**src/rtl/cdb_arbiter.sv**
```systemverilog
// Common Data Bus arbiter: round-robin grant of unit results, registered broadcast,
// and tag return to the free list guarded by an in-flight tag bitmap.
module cdb_arbiter #(
  parameter int NUM_UNITS = 4,
  parameter int DATA_W    = 32,
  parameter int TAG_W     = 6
) (
  input  logic                        clk,
  input  logic                        rst,
  input  logic [NUM_UNITS-1:0]        unit_valid,
  input  logic [NUM_UNITS*TAG_W-1:0]  unit_tag,
  input  logic [NUM_UNITS*DATA_W-1:0] unit_data,
  output logic [NUM_UNITS-1:0]        unit_ready,
  input  logic                        alloc_valid,
  input  logic [TAG_W-1:0]            alloc_tag,
  output logic                        cdb_valid,
  output logic [TAG_W-1:0]            cdb_tag,
  output logic [DATA_W-1:0]           cdb_data,
  output logic [TAG_W-1:0]            tag_out,
  output logic                        tag_push,
  input  logic                        fifo_full,
  output logic                        tag_error,
  output logic [15:0]                 bcast_count
);

  // Handshake: a unit holds valid/tag/data stable while unit_valid=1 and
  // unit_ready=0; a cycle with unit_valid=1 and unit_ready=1 consumes the result.

  localparam int PTR_W    = (NUM_UNITS > 1) ? $clog2(NUM_UNITS) : 1;
  localparam int NUM_TAGS = 1 << TAG_W;

  logic [PTR_W-1:0]    rr_ptr_q, rr_ptr_d;
  logic [PTR_W-1:0]    scan_idx;
  logic [PTR_W-1:0]    win_idx;
  logic                grant;
  logic                legal;
  logic [TAG_W-1:0]    win_tag;
  logic [DATA_W-1:0]   win_data;
  logic [NUM_TAGS-1:0] inflight_q, inflight_d;

  logic                cdb_valid_q;
  logic [TAG_W-1:0]    cdb_tag_q;
  logic [DATA_W-1:0]   cdb_data_q;
  logic                tag_push_q;
  logic                tag_error_q;
  logic [15:0]         count_q;

  // First valid unit at or after rr_ptr, wrapping modulo NUM_UNITS.
  always_comb begin
    grant      = 1'b0;
    win_idx    = '0;
    scan_idx   = '0;
    unit_ready = '0;
    for (int off = 0; off < NUM_UNITS; off++) begin
      scan_idx = PTR_W'((int'(rr_ptr_q) + off) % NUM_UNITS);
      if (!grant && unit_valid[scan_idx]) begin
        grant   = 1'b1;
        win_idx = scan_idx;
      end
    end
    if (grant) unit_ready[win_idx] = 1'b1;
  end

  assign win_tag  = unit_tag[int'(win_idx)*TAG_W +: TAG_W];
  assign win_data = unit_data[int'(win_idx)*DATA_W +: DATA_W];
  assign legal    = inflight_q[win_tag] & ~fifo_full;

  always_comb begin
    rr_ptr_d = rr_ptr_q;
    if (grant) begin
      rr_ptr_d = (int'(win_idx) == NUM_UNITS - 1) ? '0 : win_idx + 1'b1;
    end
  end

  // Alloc is applied after the grant clear so a same-cycle set wins.
  always_comb begin
    inflight_d = inflight_q;
    if (grant)       inflight_d[win_tag]   = 1'b0;
    if (alloc_valid) inflight_d[alloc_tag] = 1'b1;
  end

  always_ff @(posedge clk or posedge rst) begin
    if (rst) begin
      rr_ptr_q    <= '0;
      inflight_q  <= '0;
      cdb_valid_q <= 1'b0;
      cdb_tag_q   <= '0;
      cdb_data_q  <= '0;
      tag_push_q  <= 1'b0;
      tag_error_q <= 1'b0;
      count_q     <= '0;
    end else begin
      rr_ptr_q    <= rr_ptr_d;
      inflight_q  <= inflight_d;
      cdb_valid_q <= grant;
      tag_push_q  <= grant & legal;
      if (grant) begin
        cdb_tag_q  <= win_tag;
        cdb_data_q <= win_data;
        count_q    <= count_q + 16'd1;
      end
      if (grant && !legal) tag_error_q <= 1'b1;
    end
  end

  assign cdb_valid   = cdb_valid_q;
  assign cdb_tag     = cdb_tag_q;
  assign cdb_data    = cdb_data_q;
  assign tag_out     = cdb_tag_q;
  assign tag_push    = tag_push_q;
  assign tag_error   = tag_error_q;
  assign bcast_count = count_q;

endmodule

```
**config.mk**
```make
export PLATFORM = sky130hd
export DESIGN_NAME = cdb_arbiter
export DESIGN_NICKNAME = d
export VERILOG_FILES = /design/src/rtl/cdb_arbiter.sv
export SDC_FILE = /design/constraint.sdc
export NUM_CORES = 1
export LEC_CHECK = 0
export CORE_ASPECT_RATIO = 1.75
export CORE_MARGIN = 2
export CORE_UTILIZATION = 42
export DETAILED_ROUTE_END_ITERATION = 6
export HOLD_SLACK_MARGIN = 0.1
export PLACE_DENSITY = 0.86
export SLEW_MARGIN = 20
export SYNTH_ARGS = -nofsm -noshare
export SYNTH_HDL_FRONTEND = slang
export SYNTH_SLANG_ARGS = --single-unit
export TNS_END_PERCENT = 100
```
**constraint.sdc**
```tcl
create_clock -name clk -period 3.7 [get_ports clk]
set_input_delay 0.555 -clock clk [delete_from_list [all_inputs] [get_ports clk]]
set_output_delay 0.555 -clock clk [all_outputs]
set_load 0.005 [all_outputs]
```
==> metrics.txt <==
status finished, final reports clean; Clk pin slew, worst setup/hold paths 0.05 ns; core area between 15000 and 20000 um^2; worst-margin pin slew 0.7408 ns; Chip Width 101.2 um; share of layout cells above drive strength 1 7.630%; RSZ-0062 raised after global routing no; CP arrival 2.94 ns; yosys warns 0; initial antenna violation count 2; Die Y ~170 um; synthesized net count 1051; Starting Density 42.59%; Mapped Area between 6000 and 7000 um^2; Post-synth EDFFs 0; slowest stage delay, CP 0.56 ns; M2 GR Usage 50.69%; gr ovfl total 0; period utilization between 90% and 100%; VDD IR max 0.3591 mV; Total Routing Usage GR 29.77%; Final #Nets approximately 1300; class of the worst hold path flop to flop; via count 7603; Syn Inst Count 880; Critical Path Start unit_valid[3]; number of remaining DRC errors 0; Avg Inst Size Synth 7.884 um^2; worst skew pair latency 0.42 ns; CTS tree built; DRT Wirelength 25.82 mm; Clock H-tree levels 4; PD cells 720.8 nW/um^2; first-pass GRT wire length 40.11 mm; via/cell ratio 5.813; drt wl/cell 19.74 um; pin count of the biggest net entering global routing 83; Tot Pwr 0.007283 W; clk sink count 123; Synth Register Bits 123; CTS buffer count 17; number of distinct library cells after synthesis 60; final worst path period need 3.497 ns; crit path launch type primary input; worst min-delay path startpoint cdb_data[20]; I/O Buffers 232; Slowest cell on crit path clkdlybuf4s50_1; sequential area share after synthesis 44.36%; max-slew violation count 0; Post-CTS Hold Buffers 0; worst-path fanout max 24; initial DRC count 443; first-pass iteration count of the detailed router 5; data required time of the critical path 3.14 ns; Async SR Flop Fraction 100.0%; fill count 1382; DP Cell Count 1274; WHS 0.4796 ns; worst clock skew approximately 0.0084 ns; Post-CTS Resized 0; io pins 233; Final setup viols 0; commonest cells after routing, fill and taps aside 252 x nand2_1, 232 x clkdlybuf4s50_1, 199 x o21ai_0; clk buf depth 2; post-CTS setup buffer count 0; Setup CP Type primary input to output pin; Top FF cell, synth dfrtp_1; HPWL Detailed slightly below 20 mm; Max Clock Freq between 200 and 300 MHz; Pleak 4.201 nW; met3 usage between 7 and 8%; vias in the first global route 7669; reported max-cap violation count 0; Most common cell on crit path clkdlybuf4s50_1; Antenna Nets Post-Route 0; R2R Path Start rr_ptr_q[0]; # rows 62; endpoints failing hold 0; gr busiest metal met2; Syn-to-layout area delta 45.63%; Fin Setup TNS 0 ns; routability congestion estimate 1.013; crit path capture type output pin; Max-Slew Margin vs Limit 50.62%; global routing usage on met1 29.59%; non-filler cells, final 1308; Die Footprint 17600 um^2; worst-path cell chain clkdlybuf4s50_1 -> and3b_1 -> o21ai_2 -> and2_4 -> buf_4 -> ha_1 -> and2_1 -> clkdlybuf4s50_1; commonest non-fill, non-tap cell in the layout nand2_1; Root Driver clkbuf_16
-- layer usage --
metal  vias up  share of wire (%)
met5         -                  0
met4         0                9.2
met3       153                9.0
met2       461                 49
met1      3489                 33
li1       3500                  -
-- critical path: cells and delay by family --
| kind | cells | cell delay [ns] |
|---|---|---|
| buffers and inverters | 3 | 1.42 |
| and+or+nand+nor | 3 | 0.62 |
| adders and majority gates | 1 | 0.20 |
| AOI/OAI and AO/OA | 1 | 0.14 |
-- sequential cells by signal (all words and copies together) (netlist names) --
| signal | count |
|---|---|
| cdb_data | 32 |
| tag_error | 1 |
| cdb_tag | 6 |
| cdb_valid | 1 |
| inflight_q | 64 |
| rr_ptr_q | 2 |
| tag_push | 1 |
| bcast_count | 16 |
-- area by class of cell --
type	instances	area, um^2	share of cell area [%]
Multi-Input combinational cell	679	3506	34.70
Sequential cell	123	3078	30.46
Timing Repair Buffer	263	2580	25.54
Clock buffer	19	432.9	4.285
Tap cell	192	240.2	2.378
Clock inverter	13	191.4	1.895
Inverter	17	70.07	0.6935
Antenna cell	2	5.005	0.04954
-- path summary, 6_finish.rpt --
kind                       cells after the start  slack [ns]               to
max in group asynchronous                      3        2.21      rr_ptr_q[1]
min in group asynchronous                      2        0.59  bcast_count[15]
hold / removal                                 2        0.48     cdb_data[20]
setup reg to reg                              12        0.50        tag_error
setup / recovery                               8        0.20    unit_ready[2]
hold reg to reg                                2        0.48     cdb_data[20]
-- synth_stat cells (4+ instances only) --
master / n / share of area (%)
or3_1: 6 / 0.54
a21oi_1: 7 / 0.50
dfrtp_1: 123 / 44
nand2b_1: 4 / 0.36
nand2_1: 252 / 14
nand4_1: 11 / 0.99
nand3_1: 67 / 4.8
buf_4: 6 / 0.65
a211oi_1: 5 / 0.54
nor2_1: 21 / 1.1
ha_1: 5 / 0.90
nor4_1: 4 / 0.36
xnor2_1: 12 / 1.5
clkbuf_1: 38 / 2.1
mux2i_1: 7 / 1.0
and2_1: 4 / 0.36
o31ai_1: 7 / 0.76
buf_1: 6 / 0.32
buf_2: 7 / 0.50
inv_1: 15 / 0.81
a21boi_0: 4 / 0.43
o2111ai_1: 9 / 1.1
o21ai_0: 199 / 14
-- metrics by stage --
stage	utilization, %	worst slack [ns]	cell area [um^2]
after floorplan	-	0.8659	6942
after global placement	58.16	0.07258	9474
after detailed placement	58.16	-0.03680	9474
after CTS	61.99	0.1939	10100
after global routing	62.00	0.07522	10100
final	62.02	0.2034	10100
-- cell families after synthesis --
kind of cell | after synthesis | share of synthesized area (%)
DFF | 123 | 44.36
AOI/OAI and AO/OA | 260 | 21.73
muxes | 9 | 1.335
buffers and inverters | 78 | 5.194
adders and majority gates | 5 | 0.9017
and+or+nand+nor | 390 | 24.58
xor gates and xnor gates | 15 | 1.894
-- power by group --
group          switching, W  total, W  internal (W)
sequential         0.000391   0.00228       0.00189
combinational       0.00177   0.00324       0.00147
clock              0.000634   0.00177       0.00113
(Power assumes the default switching activity.)
